$ cat config.mk
export PLATFORM = sky130hd
export DESIGN_NAME = bellek_hakemi
export DESIGN_NICKNAME = d
export VERILOG_FILES = /design/src/rtl/bellek_hakemi.sv
export SDC_FILE = /design/constraint.sdc
export NUM_CORES = 1
export LEC_CHECK = 0
export CAP_MARGIN = 20
export CORE_ASPECT_RATIO = 0.5
export CORE_MARGIN = 5
export CORE_UTILIZATION = 24
export CTS_CLUSTER_SIZE = 8
export DETAILED_ROUTE_END_ITERATION = 16
export PLACE_DENSITY = 0.81
export SLEW_MARGIN = 20
export SYNTH_ARGS = -nofsm -noshare
export SYNTH_HDL_FRONTEND = slang
export SYNTH_SLANG_ARGS = --single-unit
$ cat constraint.sdc
create_clock -name clk_i -period 2.15 [get_ports clk_i]
set_input_delay 0.215 -clock clk_i [delete_from_list [all_inputs] [get_ports clk_i]]
set_output_delay 0.215 -clock clk_i [all_outputs]
set_load 0.05 [all_outputs]
$ cat src/rtl/bellek_hakemi.sv
// Round-robin arbiter sharing the iomem bus between the instruction-miss path (B)
// and the data path (V), with a per-grant watchdog and a sticky abort flag.
//
// state  | meaning
// BOS    | idle; arbitrate pending requests (loser of the last grant wins ties)
// IZIN_B | B owns iomem until iomem_ready, watchdog expiry or B dropping valid
// IZIN_V | V owns iomem until iomem_ready, watchdog expiry or V dropping valid
module bellek_hakemi #(
  parameter int unsigned ZAMAN_ASIMI = 255
) (
  input  logic        clk_i,
  input  logic        rst_i,
  input  logic        b_valid_i,
  input  logic [16:0] b_addr_i,
  output logic        b_ready_o,
  output logic [31:0] b_rdata_o,
  input  logic        v_valid_i,
  input  logic [16:0] v_addr_i,
  input  logic [3:0]  v_wstrb_i,
  input  logic [31:0] v_wdata_i,
  output logic        v_ready_o,
  output logic [31:0] v_rdata_o,
  output logic        iomem_valid,
  input  logic        iomem_ready,
  output logic [16:0] iomem_addr,
  output logic [3:0]  iomem_wstrb,
  output logic [31:0] iomem_wdata,
  input  logic [31:0] iomem_rdata,
  output logic        hata_o
);

  typedef enum logic [1:0] {BOS, IZIN_B, IZIN_V} durum_t;

  localparam bit         WD_ACIK = (ZAMAN_ASIMI != 0);
  localparam logic [7:0] SINIR   = WD_ACIK ? 8'(ZAMAN_ASIMI - 1) : 8'd0;

  durum_t     durum;
  logic       son_izin_v;
  logic [7:0] sayac;
  logic       hata;

  logic izin_b, izin_v, aktif, zaman_doldu, bitti;

  assign izin_b      = (durum == IZIN_B);
  assign izin_v      = (durum == IZIN_V);
  assign aktif       = (izin_b & b_valid_i) | (izin_v & v_valid_i);
  assign zaman_doldu = WD_ACIK && aktif && !iomem_ready && (sayac == SINIR);
  assign bitti       = aktif & (iomem_ready | zaman_doldu);

  assign iomem_valid = aktif;
  assign hata_o      = hata;

  always_comb begin
    iomem_addr  = '0;
    iomem_wstrb = '0;
    iomem_wdata = '0;
    if (izin_b) begin
      iomem_addr = b_addr_i;
    end else if (izin_v) begin
      iomem_addr  = v_addr_i;
      iomem_wstrb = v_wstrb_i;
      iomem_wdata = v_wdata_i;
    end
  end

  // On a watchdog abort iomem_ready is low, so the read data is forced to zero.
  assign b_ready_o = izin_b & bitti;
  assign v_ready_o = izin_v & bitti;
  assign b_rdata_o = (b_ready_o && iomem_ready) ? iomem_rdata : '0;
  assign v_rdata_o = (v_ready_o && iomem_ready) ? iomem_rdata : '0;

  always_ff @(posedge clk_i or posedge rst_i) begin
    if (rst_i) begin
      durum      <= BOS;
      son_izin_v <= 1'b1;
      sayac      <= '0;
      hata       <= 1'b0;
    end else begin
      case (durum)
        BOS: begin
          sayac <= '0;
          if (b_valid_i && (!v_valid_i || son_izin_v))
            durum <= IZIN_B;
          else if (v_valid_i)
            durum <= IZIN_V;
        end
        IZIN_B, IZIN_V: begin
          if (!aktif) begin
            durum <= BOS;
            sayac <= '0;
          end else if (bitti) begin
            durum      <= BOS;
            son_izin_v <= izin_v;
            sayac      <= '0;
            if (zaman_doldu)
              hata <= 1'b1;
          end else begin
            sayac <= sayac + 8'd1;
          end
        end
        default: durum <= BOS;
      endcase
    end
  end

endmodule

==> flow_summary.toml <==
[synth]
synth.avg_cell_area_um2 = 7.49
synth.top_cell.area_share_pct = 40.0
synth_nets = 326
async_reset_ff_share_pct = 100
synth_enable_flop_cells = 0
syn-cell-area_mm2 = 0.00160
yosysTopAreaCell = "and2_1"
synth.most_common_cell = "and2_1"
synthTopCellsByArea = "and2_1 (40%), dfrtp_1 (17%), a22o_1 (8.8%), ha_1 (4.7%), clkbuf_1 (3.5%)"
ys_seq_elements = 12
ys_seq_area_share_pct = 18.9
synth_cells = 213
ys.flop_type = "dfrtp_1"
yosys-top-cells-count = "and2_1 (102), a22o_1 (16), clkbuf_1 (15)"
yosysWarnings = 0
ys_types = 34

[route]
drtIter0Drc = 215
routed_via_density = 4.77
drtAntennaViolNets = 0
wl_per_cell_um = 22.5
totalWireLength_um = 12000
drt-pass1-iter-count = 4
dr_total_vias = 2543
drc_errors = 0

[sta]
fmaxAchievable_ghz = 0.475
hold_viol = 0
layout_min_cycle_time_ns = 2.11
grt_setup_unrepaired = "yes"
skew_ns = 0.00213
tightestPinTransition_ns = 0.585
setup_viol = 0
final-max-slew-violation-count = 0
timing.final.crit_share_pct = 98.0
tns_ns = 0
maxSlewHeadroom_pct = 60.8

[clock_tree]
cts_htree_levels = 1
clkTransAtPathRegs_ns = 0.05
cts.sinks = 12
cts_buffer_depth = 2
clk_latency_ns = 0.24
cts_buffers = 3
cts_tree = "yes"
cts-root-buf = "clkbuf_16"

[setup_path]
crit_required_ns = 1.93
crit_path_end_kind = "primary output"
cp_max_fo = 21
cp.arrival_ns = 1.89
start_kind = "register"
path_class = "reg2out"

[placed_design]
dp_hpwl_um = 9170
gp_congestion = 0.849
io_buffers = 227

[run_status]
status = "finished, final reports clean"

[die]
num_rows = 21
pin_count = 228
start_util_pct = 24.3
die_x_um = 125
die_y_um = 67.7
core_area_mm2 = 0.00657
die_area_mm2 = 0.00848

[layout]
utilization_pct = 84.4
syn2layout_area_growth_pct = 247
num_antenna_cells = 0
num-nets-final = 555
layout-drive-gt1-share_pct = 42.4
n_fill_cell = 318

[hold_path]
hp-class = "in2async"

[global_route]
grt_usage_pct = 25.5
grt_pass1_vias = 2716
antenna_found_initial = 0
grt_start_max_net_pins = 53
grt_pass1_wl_um = 16400
gr-total-overflow = 0

[pwr]
p_leak_nw = 2.30
power.density_mw_per_mm2 = 894
ir_drop_mv = 0.580

[job]
cap_violations = 0
==> worst max-delay path: stages, from the launching register on <==
cell       delay [ns]
dfrtp_2          0.46
inv_4            0.09
ha_4             0.17
buf_12           0.17
and3_4           0.30
clkbuf_16        0.18
and2_4           0.15
buf_12           0.13
==> routing by layer <==
metal / share of wire (%) / wire, µm / track usage (%)
met3: 6.1 / 738 / 5.85
met5: 0 / 0 / 0
met4: 2.5 / 303 / 9.73
met2: 56 / 6750 / 50.5
met1: 35 / 4220 / 27.2
==> worst paths after layout <==
path / start / endpoint / slack (ns) / depth (start not counted)
setup / recovery: durum[1] / b_rdata_o[27] / 0.04 / 7
hold / removal: rst_i / sayac[6] / 0.29 / 2
setup reg to reg: durum[0] / sayac[6] / 0.09 / 6
hold reg to reg: hata_o / hata_o / 0.53 / 1
max in group asynchronous: rst_i / durum[0] / 1.51 / 2
min in group clk_i: hata_o / hata_o / 0.53 / 1
==> layout make-up <==
class | instances | area (µm²) | share of cell area [%]
Inverter | 6 | 25.0 | 0.452
Timing Repair Buffer | 240 | 3670 | 66.2
Sequential cell | 12 | 304 | 5.49
Clock buffer | 4 | 88.8 | 1.60
Multi-Input combinational cell | 179 | 1340 | 24.2
Tap cell | 92 | 115 | 2.08
==> layout by cell type, fill, tap and decap left out, types with 2 or more instances in the layout <==
master	Yosys	final
buf_12	0	123
clkdlybuf4s50_1	0	107
and2_1	102	69
and2_4	0	33
a22o_1	16	15
nand2_1	9	9
dfrtp_1	11	9
buf_4	0	7
a21oi_1	6	6
inv_1	6	4
nor3_1	4	4
nor2_1	5	4
ha_1	6	4
clkbuf_16	0	4
o21ai_0	4	3
a22o_4	0	2
a21o_1	2	2
nand3_1	2	2
xnor2_1	2	2
nand2b_1	2	2
a41o_1	2	2
and3_4	0	2
ha_4	0	2
buf_16	0	2
dfrtp_2	0	2
==> power breakdown <==
part	total (W)	internal, W	switching [W]
logic	0.00426	0.00200	0.00226
registers	0.000312	0.000261	0.0000511
clock network	0.000388	0.000282	0.000106
total	0.00496	0.00254	0.00241
==> state kept, by name, indices dropped and copies added, names as in the netlist <==
signal,flops
sayac,8
durum,2
son_izin_v,1
hata_o,1
==> cells by family after synthesis <==
kind of cell,after synthesis,share of synthesized area (%)
xor gates and xnor gates,2,1.10
and+or+nand+nor,133,50.0
DFF,12,18.9
adders and majority gates,6,4.71
muxes,1,0.706
buffers and inverters,22,5.65
AOI/OAI and AO/OA,37,19.0
==> per-stage QoR <==
| stage | area, µm² | worst slack (ns) | instances | power (W) | hold slack (ns) |
|---|---|---|---|---|---|
| finish | 5540 | 0.0435 | 533 | 0.00496 | 0.291 |
| global route | 5540 | -0.0109 | 533 | 0.00510 | 0.349 |
| global placement | 5180 | -0.0570 | 522 | 0.00428 | 0.456 |
| floorplan | 1600 | 0.0433 | 213 | 0.00223 | 0.0790 |
| CTS | 5490 | 0.0172 | 531 | 0.00488 | 0.301 |
| detailed placement | 5180 | -0.137 | 522 | 0.00434 | 0.481 |
==> repair_timing <==
| action | in CTS | in global routing |
|---|---|---|
| setup buffers | 3 | 2 |
| setup endpoints to repair | 73 | 84 |
| gates cloned | 2 | 1 |
| pin swaps | 2 | 3 |
| gates resized for setup | 50 | 7 |
| hold buffers | 0 | 0 |
(Power assumes the default switching activity.)
==> edit 1 (same flow settings) <==
Encoding of `durum_t`: now one-hot (3 bits for 3 values).
--- a/src/rtl/bellek_hakemi.sv
+++ b/src/rtl/bellek_hakemi.sv
@@ -29,7 +29,7 @@
   output logic        hata_o
 );
 
-  typedef enum logic [1:0] {BOS, IZIN_B, IZIN_V} durum_t;
+  typedef enum logic [2:0] {BOS = 3'b001, IZIN_B = 3'b010, IZIN_V = 3'b100} durum_t;
 
   localparam bit         WD_ACIK = (ZAMAN_ASIMI != 0);
   localparam logic [7:0] SINIR   = WD_ACIK ? 8'(ZAMAN_ASIMI - 1) : 8'd0;
Check against the original RTL: no difference found for any inputs over 10 cycles, from zero or initial values and one cycle with rst_i high; not proved beyond that.
==> edit 1 against the original RTL <==
The flow now finishes with violations (negative setup slack); setup slack lost 0.055 ns; synthesized area rose by 5.3%; hold slack better by 0.025 ns; routed wire length shrank 3.0%; cell area decreased by 0.54%; sequential cell count grew 1; count of clock-buffer cells in the layout did not move; critical path type unchanged; largest cell class unchanged; highest routed layer unchanged.
Power is not compared: it rests on default switching activity, and its combinational part moved more than twofold at a synthesized area within 25%.
==> edit 1: results (changes against the original RTL) <==
.. list-table::
   :header-rows: 1

   * - Metric
     - Value
   * - Run status
     - finished, violations left
   * - Failing checks
     - negative setup slack
   * - Number of non-filler instances in the completed layout
     - 537 (+0.75%)
   * - Post-layout nets
     - 554 (-0.18%)
   * - Post-synth net total
     - 326 (unchanged)
   * - Number of antenna violations at the first check in global routing
     - 1 (+1)
   * - Post-synthesis share of cell area spent on xor and xnor gates
     - 1.04% (-0.055 points)
   * - Arrival @ worst endpoint
     - 1.95 ns (+0.06 ns)
   * - Pin count of the biggest net entering global routing
     - 54 (+1.9%)
   * - Largest delay share family, worst path
     - simple AND/OR/NAND/NOR gates
   * - Pre-CTS setup slack
     - 0.0468 ns (+0.184 ns)
   * - Unique cell type count in the Yosys netlist
     - 42 (+24%)
   * - Largest stage delay on the critical path
     - 0.54 ns (+0.08 ns)
   * - Worst Clk Skew
     - 0.00711 ns (+0.00498 ns)
   * - Setup slack after layout
     - -0.0119 ns (-0.0555 ns)
   * - Transition at the pin with the smallest max-transition slack
     - 0.622 ns (+0.0369 ns)
   * - Total instance count after detailed placement
     - 524 (+0.38%)
   * - Critical path fanouts, max
     - 9 (-57%)
   * - Worst reg2reg endpoint
     - sayac[2]$_DFFE_PP0P_
   * - Largest registers
     - sayac (8), durum (3)
   * - Post-detailed-route wirelength per cell
     - 21.7 um (-3.7%)
   * - Worst-skew pair later-pin latency
     - 0.25 ns
   * - Count of filler cells inserted in the layout
     - 327 (+2.8%)
   * - First-pass GRT wire length
     - 16.2 mm (-1.2%)
   * - Syn Area/Cell
     - 7.74 um2 (+3.3%)
   * - Summed negative setup slack over all endpoints
     - -0.0550 ns (-0.0550 ns)
   * - Fraction of the mapped netlist area in adder cells
     - 1.49% (-3.2 points)
   * - FF-to-FF Start
     - durum[0]$_DFFE_PP1P_
   * - Overall Global Routing Usage
     - 23.5% (-2.0 points)
   * - Clock tree root driver cell
     - clkbuf_16
   * - Total via count in the routed design
     - 2609 (+2.6%)
   * - Post-synthesis sequential area ratio
     - 19.5% (+0.62 points)
   * - Critical-path cell with the highest stage delay
     - dfstp_2
   * - DRC marker count from the first detailed-route iteration
     - 156 (-27%)
   * - Share of the synthesized area in compound gates (AO/OA/AOI/OAI)
     - 18.2% (-0.80 points)
   * - Detailed Place HPWL
     - 8.87 mm (-3.3%)
   * - Number of clock buffers inserted by TritonCTS
     - 3 (unchanged)
   * - Largest cells by area after synthesis
     - and2_1 (37%), dfrtp_1 (16%), a22o_1 (8.9%)
   * - Share of cells above drive strength 1
     - 48.4% (+6.0 points)
   * - Reg2reg setup slack
     - 0.31 ns (+0.22 ns)
   * - Number of endpoints failing setup at the final stage
     - 10 (+10)
   * - Worst hold slack across all endpoints
     - 0.316 ns (+0.0251 ns)
   * - Number of global-route vias before repair
     - 2732 (+0.59%)
edit 1: cell count changes after synthesis, sizes merged, moves of 3 or more:
cell and change:
clkbuf -8, ha -4, nor2 -4, buf +9
or3 +3, nand3 +4
edit 1: area by class of cell:
| type | instances | area [um2] | area share [%] |
|---|---|---|---|
| timing repair buffer | 234 | 3540 | 64.2 |
| inverter | 8 | 30.0 | 0.545 |
| tap | 92 | 115 | 2.09 |
| clock buffer | 4 | 78.8 | 1.43 |
| sequential | 13 | 329 | 5.97 |
| multi-input combinational | 185 | 1420 | 25.7 |
| antenna | 1 | 2.50 | 0.0454 |
edit 1: worst max path at each step:
| stage | startpoint | to | slack (ns) | cells after the start |
|---|---|---|---|---|
| 6_report | durum[0]$_DFFE_PP1P_ | v_rdata_o[19] | -0.01 | 5 |
| 3_5_place_dp | v_valid_i | v_rdata_o[30] | 0.05 | 6 |
| 3_3_place_gp | v_valid_i | b_rdata_o[17] | 0.12 | 6 |
| 2_1_floorplan | durum[2]$_DFFE_PP0P_ | b_rdata_o[0] | 0.03 | 6 |
| 4_1_cts | durum[0]$_DFFE_PP1P_ | v_rdata_o[10] | 0.006 | 5 |
| 5_1_grt | durum[0]$_DFFE_PP1P_ | v_rdata_o[19] | -0.05 | 5 |
edit 1: layer usage:
metal / global-route usage, % / wire length (um)
met5: 0 / 0
met4: 8.12 / 435
met3: 2.39 / 580
met2: 47.6 / 6500
met1: 24.8 / 4140
edit 1: stage by stage:
stage / util (%) / power [mW]
final: 81.6 / 2.62
after global routing: 81.6 / 2.71
after CTS: 80.3 / 2.59
after detailed placement: 78.2 / 2.17
after global placement: 78.2 / 2.14
after floorplan: - / 1.21
edit 1: power breakdown:
part | switching (mW) | total [mW] | internal [mW] | leakage (nW)
logic | 1.00 | 1.91 | 0.914 | 2.07
clock network | 0.107 | 0.357 | 0.251 | 0.0382
registers | 0.0478 | 0.346 | 0.298 | 0.172
edit 1: logic make-up after synthesis:
kind of cell               count (synthesis)
DFF                                       13
xor gates and xnor gates                   2
and+or+nand+nor                          137
AOI/OAI and AO/OA                         38
buffers and inverters                     25
adders and majority gates                  2
edit 1: timing repair:
item / in CTS / in global routing
cloned: 4 / 2
pin swaps: 1 / 0
gates resized for setup: 5 / 48
setup buffers: 2 / 0
setup endpoints to repair: 64 / 56
==> edit 2 (same settings) <==
Without the edit above. The parameter `ZAMAN_ASIMI` goes from 255 to 127.
--- a/src/rtl/bellek_hakemi.sv
+++ b/src/rtl/bellek_hakemi.sv
@@ -6,7 +6,7 @@
 // IZIN_B | B owns iomem until iomem_ready, watchdog expiry or B dropping valid
 // IZIN_V | V owns iomem until iomem_ready, watchdog expiry or V dropping valid
 module bellek_hakemi #(
-  parameter int unsigned ZAMAN_ASIMI = 255
+  parameter int unsigned ZAMAN_ASIMI = 127
 ) (
   input  logic        clk_i,
   input  logic        rst_i,
Check against the original RTL: same outputs for any inputs over 10 cycles, from zero or initial values and one cycle with rst_i high; that may be too few to reach the edited logic, so the function may still have changed.
==> edit 2 against the original RTL <==
The flow now finishes with violations (negative setup slack); total power is 7.7% higher; hold slack better by 0.0046 ns; global-route usage is 1.2 points higher; clock power is 4% higher; clock skew is 0.012 ns higher; setup slack worse by 0.19 ns; sequential share of layout area is 0.18 points lower; synthesized area is 1.5% lower; cell area is 3.4% higher; core utilization is 8.0 points higher; final cell count is 2.4% higher; routed wire length is 28% higher; sequential power is 2% lower; sequential cell count stayed put; largest power group unchanged.
==> edit 2: results (changes against the original RTL) <==
.. list-table::
   :header-rows: 1

   * - Metric
     - Value
   * - Setup slack after layout
     - -0.147 ns (-0.190 ns)
   * - Share of cells above drive strength 1
     - 50.0% (+7.6 points)
   * - Largest cells by area after synthesis
     - and2_1 (41%), dfrtp_1 (18%), a22o_1 (8.9%)
   * - Worst Clk Skew
     - 0.0136 ns (+0.0115 ns)
   * - Routed wire length
     - 15.4 mm (+28%)
   * - Final weighted congestion in routability-driven placement
     - 0.946 (+11%)
   * - Post-synth net total
     - 329 (+0.92%)
   * - Worst reg-to-reg path cell count
     - 9 (+3)
   * - Critical path fanouts, max
     - 8 (-62%)
   * - Switching power total
     - 2.63 mW (+8.8%)
   * - Number of global-route vias before repair
     - 2807 (+3.4%)
   * - Shortest period the worst path allows
     - 2.30 ns (+0.190 ns)
   * - Drt pass-1 iters
     - 6 (+2)
   * - Pin count of the biggest net entering global routing
     - 53 (unchanged)
   * - Top post-synthesis cells by count
     - and2_1 (102), a22o_1 (16), clkbuf_1 (14)
   * - CP Launch Point
     - durum[0]$_DFFE_PP0P_
   * - Detailed Place HPWL
     - 10.0 mm (+9.3%)
   * - Worst IR drop on VDD
     - 0.767 mV (+32%)
   * - Transition at the pin with the smallest max-transition slack
     - 0.620 ns (+0.0348 ns)
   * - Leakage
     - 2.40 nW (+4.5%)
   * - Count of filler cells inserted in the layout
     - 184 (-42%)
   * - Via count normalized by instance count
     - 5.33 (+12%)
   * - Run status
     - finished, violations left
   * - Arrival @ worst endpoint
     - 2.08 ns (+0.19 ns)
   * - First-pass GRT wire length
     - 17.3 mm (+5.9%)
   * - Capture point of the worst path
     - v_rdata_o[29]
   * - Number of antenna violations at the first check in global routing
     - 2 (+2)
   * - Unique cell type count in the Yosys netlist
     - 32 (-5.9%)
   * - Worst reg2reg endpoint
     - durum[0]$_DFFE_PP0P_
   * - Worst-skew pair later-pin latency
     - 0.26 ns (+0.02 ns)
   * - Placed instance area
     - 5180 um2 (about the same)
   * - DRC marker count from the first detailed-route iteration
     - 313 (+46%)
   * - Number of endpoints failing setup at the final stage
     - 97 (+97)
   * - Overall Global Routing Usage
     - 26.7% (+1.2 points)
   * - Post-synthesis sequential area ratio
     - 19.2% (+0.29 points)
   * - Failing checks
     - negative setup slack
-- edit 2: worst min path at each step --
stage,from,endpoint,slack (ns),cells after the start
after floorplan,rst_i,durum[0]$_DFFE_PP0P_,0.08,1
after global placement,hata_o$_DFFE_PP0P_,hata_o$_DFFE_PP0P_,0.46,2
after detailed placement,hata_o$_DFFE_PP0P_,hata_o$_DFFE_PP0P_,0.47,2
after CTS,rst_i,sayac[7]$_DFFE_PP0P_,0.31,2
after global routing,rst_i,sayac[7]$_DFFE_PP0P_,0.35,2
final,rst_i,sayac[7]$_DFFE_PP0P_,0.30,2
-- edit 2: final cells by class --
cell class / instances / area (um2) / share of cell area [%]
Timing Repair Buffer: 251 / 3780 / 66.1
Multi-Input combinational cell: 180 / 1400 / 24.4
Sequential cell: 12 / 304 / 5.31
Tap cell: 88 / 110 / 1.92
Clock buffer: 4 / 88.8 / 1.55
Inverter: 9 / 36.3 / 0.633
Antenna cell: 2 / 5.00 / 0.0874
-- edit 2: timing repair --
item                                    CTS  global route
pin swaps                                 1            28
resized for setup                        13            75
cloned                                    0             7
hold buffers                              0             0
endpoints found under the setup margin   90           120
setup buffers                             3             6
-- edit 2: through the flow --
| step | setup TNS (ns) | hold slack [ns] | cells | setup WS [ns] |
|---|---|---|---|---|
| 6_report | -7.55 | 0.296 | 546 | -0.147 |
| 4_1_cts | 0 | 0.309 | 531 | 0.00344 |
| 5_1_grt | -14.21 | 0.354 | 546 | -0.292 |
| 3_3_place_gp | 0 | 0.457 | 524 | 0.132 |
| 3_5_place_dp | 0 | 0.466 | 524 | 0.0243 |
| 2_1_floorplan | 0 | 0.0790 | 216 | 0.00631 |
-- edit 2: power by group through the flow --
stage                     Clock, mW  Sequential [mW]  Combinational [mW]
after detailed placement          0            0.288                4.07
after floorplan                   0            0.278                1.92
after global placement            0            0.281                4.00
after CTS                     0.387            0.284                4.16
final                         0.402            0.305                4.63
after global routing          0.413            0.306                4.76
-- edit 2: layer usage --
metal  share of wire, %  GRT usage [%]  vias up
met4                6.0           8.47        0
met1                 35           25.2     1388
met5                  0              0        -
li1                   -              -     1202
met3                7.5           6.95       72
met2                 52           57.6      248
-- edit 2: cell families (layout without fill, tap and decap cells) --
group / count (synthesis) / in the layout / synth area share [%]
and+or+nand+nor: 135 / 135 / 51.5
AOI/OAI and AO/OA: 36 / 36 / 17.0
buffers and inverters: 24 / 264 / 5.73
DFF: 12 / 12 / 19.2
adders and majority gates: 6 / 6 / 4.78
xor gates and xnor gates: 2 / 2 / 1.11
muxes: 1 / 1 / 0.717
other: 0 / 2 / 0
